**config.mk**
```make
export PLATFORM = sky130hd
export DESIGN_NAME = rr_grant_scheduler
export DESIGN_NICKNAME = d
export VERILOG_FILES = /design/src/rtl/arb_pkg.sv /design/src/rtl/rr_pick.sv /design/src/rtl/rr_grant_scheduler.sv
export SDC_FILE = /design/constraint.sdc
export NUM_CORES = 1
export LEC_CHECK = 0
export CAP_MARGIN = 20
export CORE_MARGIN = 3
export CORE_UTILIZATION = 48
export CTS_CLUSTER_SIZE = 20
export DETAILED_ROUTE_END_ITERATION = 10
export PLACE_DENSITY = 0.77
export SKIP_CTS_REPAIR_TIMING = 1
export SKIP_LAST_GASP = 1
export SLEW_MARGIN = 20
export SYNTH_ARGS = -nofsm -noshare
export SYNTH_HDL_FRONTEND = slang
export SYNTH_SLANG_ARGS = --single-unit
```
**constraint.sdc**
```tcl
create_clock -name clk -period 2.3 [get_ports clk]
set_input_delay 0.575 -clock clk [delete_from_list [all_inputs] [get_ports clk]]
set_output_delay 0.575 -clock clk [all_outputs]
set_load 0.02 [all_outputs]
```
**src/rtl/arb_pkg.sv**
```systemverilog
// arb_pkg: shared state encoding and default sizing for the round-robin grant scheduler
package arb_pkg;
  typedef enum logic [1:0] {ST_IDLE = 2'b00, ST_GRANT = 2'b01, ST_RELEASE = 2'b10} arb_state_t;
  localparam int ARB_N = 4;
  localparam int ARB_MAX_HOLD = 16;
endpackage

```
**src/rtl/rr_pick.sv**
```systemverilog
// rr_pick: rotate-priority encoder returning the first request after last_i, wrapping modulo N
//   req_i   [N]    request vector
//   last_i  [IW]   index of the previous holder; scanning starts at last_i+1
//   valid_o        any request present
//   idx_o   [IW]   chosen requester
module rr_pick import arb_pkg::*; #(
  parameter int N = ARB_N,
  localparam int IW = $clog2(N)
) (
  input  logic [N-1:0]  req_i,
  input  logic [IW-1:0] last_i,
  output logic          valid_o,
  output logic [IW-1:0] idx_o
);
  always_comb begin
    logic [IW-1:0] j;
    valid_o = |req_i;
    idx_o = '0;
    j = '0;
    // Walk from the farthest offset down so the nearest set bit after last_i wins.
    for (int i = N; i >= 1; i--) begin
      j = IW'((int'(last_i) + i) % N);
      if (req_i[j]) idx_o = j;
    end
  end
endmodule

```
**src/rtl/rr_grant_scheduler.sv**
```systemverilog
// rr_grant_scheduler: Moore round-robin scheduler granting one requester at a time with a hold limit
//   clk        rising-edge clock
//   reset_n    synchronous active-low reset
//   req_i      [N] level requests
//   done_i     [N] release pulse, honoured only from the holder
//   gnt_o      [N] registered one-hot grant
//   gnt_id_o   [IW] current/last holder index
//   busy_o     state is not IDLE
//   timeout_o  one-cycle pulse when a tenure is force-ended at MAX_HOLD
module rr_grant_scheduler import arb_pkg::*; #(
  parameter int N = ARB_N,
  parameter int MAX_HOLD = ARB_MAX_HOLD,
  localparam int IW = $clog2(N),
  localparam int CW = $clog2(MAX_HOLD + 1)
) (
  input  logic          clk,
  input  logic          reset_n,
  input  logic [N-1:0]  req_i,
  input  logic [N-1:0]  done_i,
  output logic [N-1:0]  gnt_o,
  output logic [IW-1:0] gnt_id_o,
  output logic          busy_o,
  output logic          timeout_o
);
  arb_state_t state_q, state_d;
  logic [N-1:0] gnt_q, gnt_d;
  logic [IW-1:0] gnt_id_q, gnt_id_d;
  logic [CW-1:0] hold_q, hold_d;
  logic timeout_q, timeout_d;
  logic pick_valid;
  logic [IW-1:0] pick_idx;
  rr_pick #(.N(N)) u_pick (
    .req_i  (req_i),
    .last_i (gnt_id_q),
    .valid_o(pick_valid),
    .idx_o  (pick_idx)
  );
  always_comb begin
    state_d = state_q;
    gnt_d = '0;
    gnt_id_d = gnt_id_q;
    hold_d = hold_q;
    timeout_d = 1'b0;
    case (state_q)
      ST_IDLE: if (pick_valid) begin
        state_d = ST_GRANT;
        gnt_d = N'(1) << pick_idx;
        gnt_id_d = pick_idx;
        hold_d = CW'(1);
      end
      // Voluntary release is tested first so it masks a coincident timeout.
      ST_GRANT: if (done_i[gnt_id_q] || !req_i[gnt_id_q]) begin
        state_d = ST_RELEASE;
      end else if (hold_q == CW'(MAX_HOLD)) begin
        state_d = ST_RELEASE;
        timeout_d = 1'b1;
      end else begin
        gnt_d = gnt_q;
        hold_d = hold_q + CW'(1);
      end
      ST_RELEASE: state_d = ST_IDLE;
      default: state_d = ST_IDLE;
    endcase
  end
  always_ff @(posedge clk) begin
    if (!reset_n) begin
      state_q <= ST_IDLE;
      gnt_q <= '0;
      gnt_id_q <= IW'(N - 1);
      hold_q <= '0;
      timeout_q <= 1'b0;
    end else begin
      state_q <= state_d;
      gnt_q <= gnt_d;
      gnt_id_q <= gnt_id_d;
      hold_q <= hold_d;
      timeout_q <= timeout_d;
    end
  end
  assign gnt_o = gnt_q;
  assign gnt_id_o = gnt_id_q;
  assign busy_o = state_q != ST_IDLE;
  assign timeout_o = timeout_q;
endmodule

```
Word level (Yosys, flattened, before mapping)
Index checks and enable logic that the tools add are counted.
{"block": "op_classes", "n_reduce_logical": 10, "mux": 29, "eq_ne": 6, "n_addsub": 5, "shifts": 1, "bitwise": 2, "magnitude_cmp": 5}
{"op": "$lt A2 B3 Y1 const B", "n": 5}
{"op": "$mux W5", "n": 3}
{"op": "$mux W2", "n": 7}
{"op": "$bmux W1 S2", "n": 6}
{"op": "$mux W4", "n": 3}
{"op": "$pmux W5 S2", "n": 1}
{"op": "$pmux W4 S2", "n": 1}
{"op": "$mux W1", "n": 7}
{"op": "$ne A2 B2 Y1 const B", "n": 3}
{"op": "$add A5 B1 Y5 const B", "n": 1}
{"op": "$eq A5 B5 Y1 const B", "n": 1}
{"op": "$add A2 B1 Y2 const B", "n": 2}
{"op": "$add A2 B2 Y2 const B", "n": 2}
{"op": "$pmux W2 S2", "n": 1}
{"op": "$reduce_and A2 Y1", "n": 2}
{"op": "$reduce_and A4 Y1", "n": 1}
{"op": "$reduce_bool A2 Y1", "n": 2}
{"op": "$reduce_or A4 Y1", "n": 1}
{"op": "$shl A1 B2 Y4 const A", "n": 1}
{"op": "$ne A3 B3 Y1 const B", "n": 1}
{"op": "$reduce_or A3 Y1", "n": 1}
{"op": "$eq A2 B1 Y1 const B", "n": 1}
{"op": "$logic_not A2 Y1", "n": 1}
{"op": "$not A1 Y1", "n": 2}
{"op": "2 further kinds", "n": 2}
{"block": "word_totals", "wordCells": 63, "output_inout_bits": 8, "reg_bits": 14, "input_bits": 10}

Depth between registers and ports, before layout
{"block": "logic_depth", "word_depth": 10, "ltp_mapped": 6, "mapped_depth_nobuf": 6}

By module
A second synthesis with hierarchy kept.
{"block": "unflattened", "hier_cells": 92, "hier_area_um2": 792.0}
{"module": "rr_grant_scheduler", "cells_per_inst": 78, "area_each_um2": 700.7, "n_inst": 1, "seq_area_each_um2": 280.3}
{"module": "rr_pick", "cells_per_inst": 14, "area_each_um2": 91.3, "n_inst": 1, "seq_area_each_um2": 0.0}

Least setup slack after synthesis
No wires, ideal clock.
{"block": "synth_timing", "path_type": "input to register", "startpoint": "input req_i[3]", "endpoint": "register gnt_q[0], in the netlist gnt_o[0]", "setup_ns": 0.117, "path_stages": 4, "slack_ns": 0.572, "t_required_ns": 2.183, "arrival_time_ns": 1.610, "path_buffers": 0, "path_cell_list": "nor2b_1 mux4_2 and2_1 a32o_1"}
{"block": "synth_between", "elab_chain_cells": 9, "elab_cells_between_ends": 22, "classes_between": "eq/ne (1); shift (1); mux (17); reduce/logical (3)"}
{"item": "start, declared", "line_no": "rr_grant_scheduler.sv:18", "rtl": "input logic [N-1:0] req_i,"}
{"item": "$bmux W1 S2", "line_no": "rr_pick.sv:23", "rtl": "if (req_i[j]) idx_o = j;"}
{"item": "$mux W1 (not written as such)", "line_no": "rr_pick.sv:23"}
{"item": "$mux W2 (4 in series)", "line_no": "rr_pick.sv:23"}
{"item": "$shl A1 B2 Y4", "line_no": "rr_grant_scheduler.sv:47", "rtl": "gnt_d = N'(1) << pick_idx;"}
{"item": "$mux W4", "line_no": "rr_grant_scheduler.sv:45", "rtl": "ST_IDLE: if (pick_valid) begin"}
{"item": "$pmux W4 S2", "line_no": "rr_grant_scheduler.sv:44", "rtl": "case (state_q)"}
{"item": "end signal, assigned", "line_no": "rr_grant_scheduler.sv:74", "rtl": "gnt_q <= gnt_d;"}
{"item": "end, declared", "line_no": "rr_grant_scheduler.sv:26", "rtl": "logic [N-1:0] gnt_q, gnt_d;"}
Parallel ways exist; a longest one is shown, timed or not. The select of a mux whose other input is x is not followed.
A chain may end at the register's enable or synchronous reset.

Worst setup path after layout
{"block": "layout_timing", "startpoint": "register state_q[1]", "endpoint": "output busy_o"}
{"block": "layout_between", "elab_chain_cells": 1}
{"item": "start, declared", "line_no": "rr_grant_scheduler.sv:25", "rtl": "arb_state_t state_q, state_d;"}
{"item": "start signal, assigned", "line_no": "rr_grant_scheduler.sv:73", "rtl": "state_q <= state_d;"}
{"item": "$reduce_bool A2 Y1", "line_no": "rr_grant_scheduler.sv:82", "rtl": "assign busy_o = state_q != ST_IDLE;"}
{"item": "end, declared", "line_no": "rr_grant_scheduler.sv:22", "rtl": "output logic busy_o,"}
No other way between the ends.

==> results.sh <==
export IMPL_status="completed"
export IMPL_placedCellCount=131
export IMPL_drive_gt1_share_pct=11.76
export IMPL_synthCells=93
export IMPL_grt_max_degree=11
export IMPL_rsz0062_at_grt="no"
export IMPL_ys_seq_area_share_pct=35.16
export IMPL_yosys_area_top_type_share_pct=35.16
export IMPL_slew_violations=0
export IMPL_cts_buffer_depth=2
export IMPL_sw_frac_of_total_pct=31.02
export IMPL_clkLatencyLatePin_ns=0.28
export IMPL_p_leak_nw=0.4304
export IMPL_hold_viol=0
export IMPL_ios=18
export IMPL_cp_max_fo=5
export IMPL_slew_headroom_pct=71.93
export IMPL_p_clk_share_pct=26.1
export IMPL_synthArstFlopShare_pct=0
export IMPL_power_mw=0.6779
export IMPL_worst_setup_path_end_kind="output port"
export IMPL_syn_num_nets=105
export IMPL_cts_htree_levels=1
export IMPL_layout_cells_non_filler=135
export IMPL_ys_types=31
export IMPL_irDropWorstVdd_v=0.0003948
export IMPL_pwr_share_comb_pct=31.4
export IMPL_vias=744
export IMPL_worst_pin_slew_ns=0.4202
export IMPL_dieWidth_um=46.75
export IMPL_ant_nets=0
export IMPL_antenna_found_initial=0
export IMPL_gp_congestion=0.7324
export IMPL_fmax_ghz=0.4870
export IMPL_io_buffer_count=17
export IMPL_num_rows=14
export IMPL_cts_sinks=14
export IMPL_place_hpwl_um=1485
export IMPL_num_antenna_cells=0
export IMPL_area_growth_pct=34.07
export IMPL_hold_path_class="flop to flop"
export IMPL_worstSetupStartpointType="flop"
export IMPL_routed_wl_um=1847
export IMPL_cts_buffers=3
export IMPL_worstPathRequired_ns=1.73
export IMPL_avgRoutedWirePerCell_um=13.68
export IMPL_drc_errors=0
export IMPL_min_period_ns=2.053
export IMPL_synth_edf_count=0
export IMPL_overflow=0
export IMPL_ys_warn_count=0
export IMPL_clkTransAtPathRegs_ns=0.08
export IMPL_p_int_mw=0.4676
export IMPL_drtPass1Iterations=4
export IMPL_ys_flop_type="dfxtp_1"
export IMPL_vias_per_cell=5.511
export IMPL_p_per_area_mw_per_mm2=634.5
export IMPL_fin_worst_skew_ns=0.002834
export IMPL_p_sw_mw=0.2103
export IMPL_synthTopCellsByCount="14 x dfxtp_1, 7 x nand2_1, 6 x inv_1, 6 x nor2b_1"
export IMPL_pwr_share_seq_pct=42.5
export IMPL_drt_first_iter_violations=19
export IMPL_initial_utilization_pct=51.70
export IMPL_critical_path_class="flop to output port"
export IMPL_finalCritPeriodShare_pct=89.28
export IMPL_yosysTopAreaCell="dfxtp_1"
export IMPL_setup_viol=0
export IMPL_grt_pass1_vias=685
export IMPL_arrival_ns=1.48
export IMPL_core_area_mm2=0.001541
export IMPL_track_usage_pct=19.84
export IMPL_die_h_um=46.75
export IMPL_netlist_area_um2=797.0
export IMPL_syn_mean_instance_area_um2=8.570
export IMPL_yosysMostFrequentCell="dfxtp_1"
export IMPL_die_area_mm2=0.002186
export IMPL_cts_tree="built"
export IMPL_cap_violations=0
export IMPL_cts_root_buf="clkbuf_4"
export IMPL_grt_pass1_wl_um=3029
export IMPL_synth_seq_cells=14
export IMPL_final_nets=132
export IMPL_synth_area_top_cells="dfxtp_1 35%, mux4_2 5.7%, nor2b_1 4.7%"
==> sequential cells by signal, indices dropped and copies added, names as in the netlist <==
signal	count
hold_q	5
gnt_id_o	2
timeout_o	1
state_q	2
gnt_o	4
==> power groups by stage <==
stage	sequential [mW]	combinational (mW)	clock, mW
6_report	0.288	0.213	0.177
5_1_grt	0.291	0.236	0.187
4_1_cts	0.288	0.214	0.177
3_5_place_dp	0.294	0.213	0
3_3_place_gp	0.292	0.211	0
2_1_floorplan	0.299	0.116	0
==> cells in the final DEF, fill, tap and decap left out, drive strengths merged, types with 2 or more instances in the layout <==
cell and count:
nand2b 5, nor3 3, dfxtp 14, buf 7, o21ai 4, clkbuf 4, nor2b 6, nand4 3
and2 4, o22ai 3, a32o 2, or3 2, a21boi 2, ha 2, a31oi 2, mux4 2
nand3 4, a21oi 5, mux2i 2, a31o 2, nor2 2, nand2 7, clkdlybuf4s50 17, inv 6
==> critical path, stage by stage, from the launching register on <==
cell and delay [ns]:
dfxtp_1 0.32, nor2_1 0.27, inv_1 0.07, clkdlybuf4s50_1 0.54
==> final timing paths <==
path / slack [ns] / end / cells past startpoint / start
max: 0.25 / busy_o / 3 / state_q[1]$_SDFFE_PN0P_
min: 0.49 / gnt_o[2]$_SDFFE_PN0P_ / 2 / gnt_o[2]$_SDFFE_PN0P_
max reg2reg: 0.42 / gnt_o[1]$_SDFFE_PN0P_ / 6 / hold_q[0]$_SDFFE_PN0P_
min reg2reg: 0.49 / gnt_o[2]$_SDFFE_PN0P_ / 2 / gnt_o[2]$_SDFFE_PN0P_
==> cell families after synthesis <==
logic type	after synthesis	share of synthesized area (%)
flops	14	35.16
simple gates	41	29.36
buf+inv	8	3.768
mux	4	8.163
fa+ha+maj	2	3.139
compound gates	24	20.41
==> metrics by stage <==
stage                     hold slack (ns)  worst slack, ns  setup TNS (ns)  utilization, %  area [um^2]
final                              0.4871           0.2467               0           69.32         1069
after global routing               0.5115           0.1471               0           69.32         1069
after CTS                          0.4894           0.2416               0           69.32         1069
after detailed placement           0.4685        -0.003394       -0.003394           66.96         1032
after global placement             0.4645          0.04005               0           66.96         1032
after floorplan                    0.4519           0.5725               0               -        797.0
==> routing by layer <==
layer  GRT usage [%]  up-vias  wire (um)
li1                -      395          -
met1           25.94      335        886
met2           31.32       10        881
met3           6.130        4         53
met4           6.630        0         26
met5               0        -          0
==> area by class of cell <==
| class | count | area, um^2 |
|---|---|---|
| Tap cell | 16 | 20.02 |
| Inverter | 6 | 22.52 |
| Multi-Input combinational cell | 71 | 486.7 |
| Timing Repair Buffer | 24 | 222.7 |
| Sequential cell | 14 | 280.3 |
| Clock buffer | 4 | 36.28 |
| Fill cell | 127 | 473.0 |
(Power assumes the default switching activity.)
